File: src/rtl/ioctl_arb_pkg.sv
// Shared types for the ioctl/core memory arbiter: FSM states and FIFO entry sizing.
// No logic; imported by the arbiter and its download FIFO.
package ioctl_arb_pkg;

    typedef enum logic [1:0] {
        IDLE  = 2'd0,
        LD_WR = 2'd1,
        LD_RD = 2'd2,
        CORE  = 2'd3
    } arb_state_e;

    localparam int DATA_W = 8;

    // A FIFO entry carries the translated memory address above the data byte.
    function automatic int entry_width(input int aw);
        return aw + DATA_W;
    endfunction

endpackage

File: src/rtl/ioctl_wr_fifo.sv
// Synchronous FIFO for download bytes, 2^LOG2 deep, head visible combinationally.
// Push while full is refused unless a pop frees the slot in the same cycle.
module ioctl_wr_fifo #(
    parameter int W    = 32,
    parameter int LOG2 = 2
) (
    input  logic         clk_sys,
    input  logic         reset,
    input  logic         push_i,
    input  logic [W-1:0] wdata_i,
    input  logic         pop_i,
    output logic [W-1:0] rdata_o,
    output logic         full_o,
    output logic         empty_o
);

    localparam int DEPTH = 1 << LOG2;

    logic [W-1:0]    mem_q [DEPTH];
    logic [LOG2-1:0] wr_ptr_q;
    logic [LOG2-1:0] rd_ptr_q;
    logic [LOG2:0]   count_q;
    logic            do_push;
    logic            do_pop;

    // Count tops out at exactly DEPTH, so its MSB alone marks full.
    assign full_o  = count_q[LOG2];
    assign empty_o = (count_q == '0);
    assign rdata_o = mem_q[rd_ptr_q];
    assign do_pop  = pop_i && !empty_o;
    assign do_push = push_i && (!full_o || do_pop);

    always_ff @(posedge clk_sys) begin
        if (reset) begin
            wr_ptr_q <= '0;
            rd_ptr_q <= '0;
            count_q  <= '0;
        end else begin
            if (do_push) wr_ptr_q <= wr_ptr_q + 1'b1;
            if (do_pop)  rd_ptr_q <= rd_ptr_q + 1'b1;
            unique case ({do_push, do_pop})
                2'b10:   count_q <= count_q + 1'b1;
                2'b01:   count_q <= count_q - 1'b1;
                default: count_q <= count_q;
            endcase
        end
    end

    always_ff @(posedge clk_sys) begin
        if (do_push) mem_q[wr_ptr_q] <= wdata_i;
    end

endmodule

File: src/rtl/ioctl_mem_arbiter.sv
// Shares one memory port between data_io downloads/uploads and the core; loader always wins.
// Core: req->mem_req 1 cycle, mem_ack->core_ack 1 cycle; the memory stalls us by holding off mem_ack.
module ioctl_mem_arbiter
    import ioctl_arb_pkg::*;
#(
    parameter int            AW        = 24,
    parameter logic [AW-1:0] ADDR_BASE = '0,
    parameter int            FIFO_LOG2 = 2
) (
    input  logic          clk_sys,
    input  logic          reset,
    input  logic          ioctl_download,
    input  logic          ioctl_upload,
    input  logic          ioctl_wr,
    input  logic [26:0]   ioctl_addr,
    input  logic [7:0]    ioctl_dout,
    output logic [7:0]    ioctl_din,
    input  logic          core_req,
    input  logic          core_we,
    input  logic [AW-1:0] core_addr,
    input  logic [7:0]    core_wdata,
    output logic [7:0]    core_rdata,
    output logic          core_ack,
    output logic          mem_req,
    output logic          mem_we,
    output logic [AW-1:0] mem_addr,
    output logic [7:0]    mem_wdata,
    input  logic [7:0]    mem_rdata,
    input  logic          mem_ack,
    output logic          loader_busy,
    output logic          overflow
);

    localparam int EW = entry_width(AW);

    arb_state_e    state_q, state_d;
    logic          mem_req_q, mem_req_d;
    logic          mem_we_q, mem_we_d;
    logic [AW-1:0] mem_addr_q, mem_addr_d;
    logic [7:0]    mem_wdata_q, mem_wdata_d;
    logic          core_ack_q, core_ack_d;
    logic [7:0]    core_rdata_q, core_rdata_d;
    logic [7:0]    ioctl_din_q, ioctl_din_d;
    logic          rd_pend_q, rd_pend_d;
    logic          rd_dirty_q, rd_dirty_d;
    logic [AW-1:0] rd_addr_q, rd_addr_d;
    logic          overflow_q, overflow_d;
    logic          loader_busy_q, loader_busy_d;
    logic [26:0]   prev_addr_q;
    logic          upload_q;
    logic          download_q;

    logic [AW-1:0] ld_addr;
    logic          rd_trig;
    logic          fifo_push;
    logic          fifo_pop;
    logic          fifo_full;
    logic          fifo_empty;
    logic [EW-1:0] fifo_head;

    assign ld_addr   = ADDR_BASE + ioctl_addr[AW-1:0];
    assign rd_trig   = ioctl_upload && (!upload_q || (ioctl_addr != prev_addr_q));
    assign fifo_push = ioctl_wr && ioctl_download;

    ioctl_wr_fifo #(
        .W    (EW),
        .LOG2 (FIFO_LOG2)
    ) u_wr_fifo (
        .clk_sys (clk_sys),
        .reset   (reset),
        .push_i  (fifo_push),
        .wdata_i ({ld_addr, ioctl_dout}),
        .pop_i   (fifo_pop),
        .rdata_o (fifo_head),
        .full_o  (fifo_full),
        .empty_o (fifo_empty)
    );

    always_comb begin
        state_d      = state_q;
        mem_req_d    = mem_req_q;
        mem_we_d     = mem_we_q;
        mem_addr_d   = mem_addr_q;
        mem_wdata_d  = mem_wdata_q;
        core_ack_d   = 1'b0;
        core_rdata_d = core_rdata_q;
        ioctl_din_d  = ioctl_din_q;
        fifo_pop     = 1'b0;
        rd_pend_d    = rd_pend_q | rd_trig;
        rd_dirty_d   = rd_dirty_q | rd_trig;
        rd_addr_d    = rd_trig ? ld_addr : rd_addr_q;

        unique case (state_q)
            IDLE: begin
                if (!fifo_empty) begin
                    state_d     = LD_WR;
                    mem_req_d   = 1'b1;
                    mem_we_d    = 1'b1;
                    mem_addr_d  = fifo_head[EW-1:8];
                    mem_wdata_d = fifo_head[7:0];
                    fifo_pop    = 1'b1;
                end else if (rd_pend_q) begin
                    state_d    = LD_RD;
                    mem_req_d  = 1'b1;
                    mem_we_d   = 1'b0;
                    mem_addr_d = rd_addr_q;
                    rd_dirty_d = rd_trig;
                end else if (core_req && !core_ack_q) begin
                    // core_req is still high in the cycle core_ack is out; don't replay it
                    state_d     = CORE;
                    mem_req_d   = 1'b1;
                    mem_we_d    = core_we;
                    mem_addr_d  = core_addr;
                    mem_wdata_d = core_wdata;
                end
            end
            LD_WR: begin
                if (mem_ack) begin
                    state_d   = IDLE;
                    mem_req_d = 1'b0;
                end
            end
            LD_RD: begin
                if (mem_ack) begin
                    state_d     = IDLE;
                    mem_req_d   = 1'b0;
                    ioctl_din_d = mem_rdata;
                    rd_pend_d   = rd_dirty_q | rd_trig;
                end
            end
            CORE: begin
                if (mem_ack) begin
                    state_d    = IDLE;
                    mem_req_d  = 1'b0;
                    core_ack_d = 1'b1;
                    if (!mem_we_q) core_rdata_d = mem_rdata;
                end
            end
            default: state_d = IDLE;
        endcase

        overflow_d = overflow_q;
        if (ioctl_download && !download_q) overflow_d = 1'b0;
        if (fifo_push && fifo_full && !fifo_pop) overflow_d = 1'b1;

        loader_busy_d = ioctl_download | ioctl_upload | !fifo_empty | rd_pend_q
                      | (state_q == LD_WR) | (state_q == LD_RD);
    end

    always_ff @(posedge clk_sys) begin
        if (reset) begin
            state_q       <= IDLE;
            mem_req_q     <= 1'b0;
            mem_we_q      <= 1'b0;
            mem_addr_q    <= '0;
            mem_wdata_q   <= '0;
            core_ack_q    <= 1'b0;
            core_rdata_q  <= '0;
            ioctl_din_q   <= '0;
            rd_pend_q     <= 1'b0;
            rd_dirty_q    <= 1'b0;
            rd_addr_q     <= '0;
            overflow_q    <= 1'b0;
            loader_busy_q <= 1'b0;
            prev_addr_q   <= '0;
            upload_q      <= 1'b0;
            download_q    <= 1'b0;
        end else begin
            state_q       <= state_d;
            mem_req_q     <= mem_req_d;
            mem_we_q      <= mem_we_d;
            mem_addr_q    <= mem_addr_d;
            mem_wdata_q   <= mem_wdata_d;
            core_ack_q    <= core_ack_d;
            core_rdata_q  <= core_rdata_d;
            ioctl_din_q   <= ioctl_din_d;
            rd_pend_q     <= rd_pend_d;
            rd_dirty_q    <= rd_dirty_d;
            rd_addr_q     <= rd_addr_d;
            overflow_q    <= overflow_d;
            loader_busy_q <= loader_busy_d;
            prev_addr_q   <= ioctl_addr;
            upload_q      <= ioctl_upload;
            download_q    <= ioctl_download;
        end
    end

    assign ioctl_din   = ioctl_din_q;
    assign core_rdata  = core_rdata_q;
    assign core_ack    = core_ack_q;
    assign mem_req     = mem_req_q;
    assign mem_we      = mem_we_q;
    assign mem_addr    = mem_addr_q;
    assign mem_wdata   = mem_wdata_q;
    assign loader_busy = loader_busy_q;
    assign overflow    = overflow_q;

endmodule

File: config.mk
export PLATFORM = sky130hd
export DESIGN_NAME = ioctl_mem_arbiter
export DESIGN_NICKNAME = d
export VERILOG_FILES = /design/src/rtl/ioctl_arb_pkg.sv /design/src/rtl/ioctl_wr_fifo.sv /design/src/rtl/ioctl_mem_arbiter.sv
export SDC_FILE = /design/constraint.sdc
export NUM_CORES = 1
export LEC_CHECK = 0
export ABC_AREA = 1
export CORE_MARGIN = 10
export CORE_UTILIZATION = 49
export DETAILED_ROUTE_END_ITERATION = 12
export HOLD_SLACK_MARGIN = 0.15
export PLACE_DENSITY = 0.77
export SYNTH_ARGS = -nofsm -noshare
export SYNTH_HDL_FRONTEND = slang
export SYNTH_SLANG_ARGS = --single-unit
File: constraint.sdc
create_clock -name clk_sys -period 2.55 [get_ports clk_sys]
set_input_delay 0.6375 -clock clk_sys [delete_from_list [all_inputs] [get_ports clk_sys]]
set_output_delay 0.6375 -clock clk_sys [all_outputs]
set_load 0.01 [all_outputs]
==> impl_metrics.env <==
export IMPL_area_growth_pct=25.8
export IMPL_post_route_min_period_ps=2150
export IMPL_seq_area_frac_synth_pct=62.0
export IMPL_grt_pass1_wl_um=40100
export IMPL_cts_tree="yes"
export IMPL_powerDensity_nw_per_um2=947
export IMPL_ys_top_cells_by_area="edfxtp_1, dfxtp_1, nand2_1, nor2_1, o21ai_0"
export IMPL_leakage_nw=4.96
export IMPL_wl_um=25000
export IMPL_synth_top_area_cell="edfxtp_1"
export IMPL_insertion_delay_ps=520
export IMPL_numPortBuffers=135
export IMPL_rsz0062_at_grt="false"
export IMPL_antenna_found_initial=0
export IMPL_post_cts_buffers=0
export IMPL_grt_pass1_vias=7875
export IMPL_synth_main_ff_cell="edfxtp_1"
export IMPL_cp_arrival_ps=2550
export IMPL_synth_top_area_share_pct=38.3
export IMPL_crit_family="adder cells"
export IMPL_worst_setup_path_start_kind="flop"
export IMPL_grtUsageTotal_pct=18.4
export IMPL_min_path_type="reg -> reg"
export IMPL_final_cell_count_no_fill=1496
export IMPL_finish_utilization_pct=62.5
export IMPL_multi_input_area_um2=3170
export IMPL_drive_gt1_share_pct=9.47
export IMPL_ant_nets=0
export IMPL_place_inst=1448
export IMPL_routed_via_density=5.17
export IMPL_core_area_um2=20200
export IMPL_clock_root_buffer="clkbuf_16"
export IMPL_ys_ff_latch=247
export IMPL_peakVddDrop_uv=568
export IMPL_worstPathMaxFanout=4
export IMPL_ys_types=32
export IMPL_hold_viol_final=0
export IMPL_synth_warnings=0
export IMPL_outcome="finished clean"
export IMPL_wire_per_inst_um=16.7
export IMPL_finalSetupViolCount=0
export IMPL_finalCritPeriodShare_pct=84.2
export IMPL_start_util_pct=49.7
export IMPL_maxSlewViolCount=0
export IMPL_rows=52
export IMPL_slew_limit_headroom_pct=53.4
export IMPL_cts_hold_buf=0
export IMPL_cts_sinks=247
export IMPL_crit_required_ps=2960
export IMPL_cp_num_buf_inv=2
export IMPL_finClkSkew_ps=13.8
export IMPL_synth_edff_count=128
export IMPL_synthArstFlopShare_pct=0
export IMPL_synth_area_per_cell_um2=9.44
export IMPL_grt_max_degree=73
export IMPL_worst_pin_slew_ps=699
export IMPL_ff_latch_area_um2=6230
export IMPL_synth_top_cells_by_count="nand2_1, nor2_1, edfxtp_1, dfxtp_1, inv_1"
export IMPL_worstSetupEndpointType="flop"
export IMPL_path_class="reg -> reg"
export IMPL_cap_violations=0
export IMPL_crit_chain="nor2_2, inv_1, nor2_1, ha_1, inv_1, fa_1, a21oi_1, o21ai_0, o21ai_0, a21oi_1"
export IMPL_die_w_um=163
export IMPL_dpl_hpwl_um=16400
export IMPL_vias=7729
export IMPL_drt_iter0_drc=504
export IMPL_syn_nets=1153
export IMPL_chipHeight_um=163
export IMPL_yosysMostFrequentCell="nand2_1"
export IMPL_syn_area_um2=10000
export IMPL_clockBufferDepth=3
export IMPL_gp_congestion=0.789
export IMPL_slowest_stage="fa_1"
export IMPL_dieArea_um2=26600
export IMPL_post_cts_resized=0
export IMPL_cts_buffers=26
export IMPL_io_pins=136
export IMPL_fin_total_pwr_mw=12.0
export IMPL_overflow=0
export IMPL_fin_nets=1295
export IMPL_dr_pass1_iters=5
export IMPL_num_fill_cells=1639
export IMPL_slowest_delay_ps=390
export IMPL_synth_cells=1064
export IMPL_timing_hold_ws_ps=464
export IMPL_h_tree_depth=1
export IMPL_clkTransAtPathRegs_ps=60
export IMPL_drc=0
export IMPL_fmax_ghz=0.466
-- registers in the layout (all words and copies together), names as in the netlist, 3 cells and up, named ones only --
signal,count
u_wr_fifo.mem_q,128
rd_addr_q,24
core_rdata,8
prev_addr_q,27
mem_addr,24
ioctl_din,8
u_wr_fifo.count_q,3
mem_wdata,8
-- cells in the final DEF, fill, tap and decap left out, types with 2 or more instances in the layout --
master           netlist  layout
clkinv_1               4      10
nor2_4                 3       7
nor2_1               148     144
nand2_1              188     188
nand2_2                2       2
clkbuf_1              28       5
buf_12                 0       8
buf_4                  2      22
o21ai_1               26      26
edfxtp_1             128     128
o21ai_0               73      73
clkinv_2               0       3
nand2_4                2       2
nand3_2               10      10
inv_1                 94      94
xnor2_1                6       6
a22oi_1               24      24
clkbuf_16              0      27
a31oi_1               24      24
clkinvlp_4             0       3
dfxtp_1              119     117
o22ai_1                8       8
nor2_2                 9       9
clkdlybuf4s50_1        0     135
nand3_1               63      63
inv_2                 16      17
ha_1                   5       5
dfxtp_2                0       2
a21oi_1               55      55
-- final timing paths --
kind	endpoint	start	depth (start not counted)	slack, ps
worst max register to register	u_wr_fifo.count_q[2]$_SDFFE_PP0P_	state_q[1]$_SDFFE_PP0P_	10	400
worst min register to register	flop	u_wr_fifo.rd_ptr_q[1]$_SDFFE_PP0P_	2	460
worst max-delay path	u_wr_fifo.count_q[2]$_SDFFE_PP0P_	state_q[1]$_SDFFE_PP0P_	10	400
worst min-delay path	flop	u_wr_fifo.rd_ptr_q[1]$_SDFFE_PP0P_	2	460
-- layout make-up --
| cell class | instances | share of cell area [%] |
|---|---|---|
| Inverter | 114 | 3.39 |
| Antenna cell | 1 | 0.0198 |
| Tap cell | 270 | 2.67 |
| Clock inverter | 15 | 0.812 |
| Timing Repair Buffer | 165 | 13.3 |
| Sequential cell | 247 | 49.3 |
| Multi-Input combinational cell | 652 | 25.1 |
| Clock buffer | 32 | 5.49 |
-- kinds of logic after synthesis --
kind of cell,share of synthesized area (%)
adders and majority gates,0.822
buffers and inverters,6.80
DFF,62.0
AOI/OAI and AO/OA,11.5
xor gates and xnor gates,0.523
and+or+nand+nor,18.3
-- per-stage QoR --
stage / instance area, µm² / setup slack, ps / TNS [ps]
final: 12600 / 403 / 0
after global routing: 12600 / 198 / 0
after CTS: 12600 / 397 / 0
after detailed placement: 11800 / 7.35 / 0
after global placement: 11800 / 83.1 / 0
after floorplan: 10000 / -205 / -26260
-- power breakdown --
group	switching, mW	leakage (nW)	internal [mW]
clock	1.48	0.380	2.03
sequential	0.254	2.15	4.63
combinational	2.20	2.43	1.38
total	3.93	4.96	8.04
-- worst register-to-register path: cells and delay by family (launching register included) --
| family | cells | cell delay [ps] |
|---|---|---|
| AO/OA/AOI/OAI | 4 | 450 |
| flip-flops | 1 | 340 |
| AND/OR/NAND/NOR | 2 | 470 |
| adder cells (fa/ha/maj) | 2 | 580 |
| buffers and inverters | 2 | 190 |
-- per-layer routing --
| metal | up-vias | track usage [%] | wire length, µm |
|---|---|---|---|
| met5 | - | 0 | 0 |
| met4 | 0 | 6.15 | 574 |
| met1 | 3593 | 22.7 | 10700 |
| met3 | 44 | 3.75 | 1530 |
| met2 | 245 | 31.6 | 12200 |
| li1 | 3847 | - | - |
(Power assumes the default switching activity.)
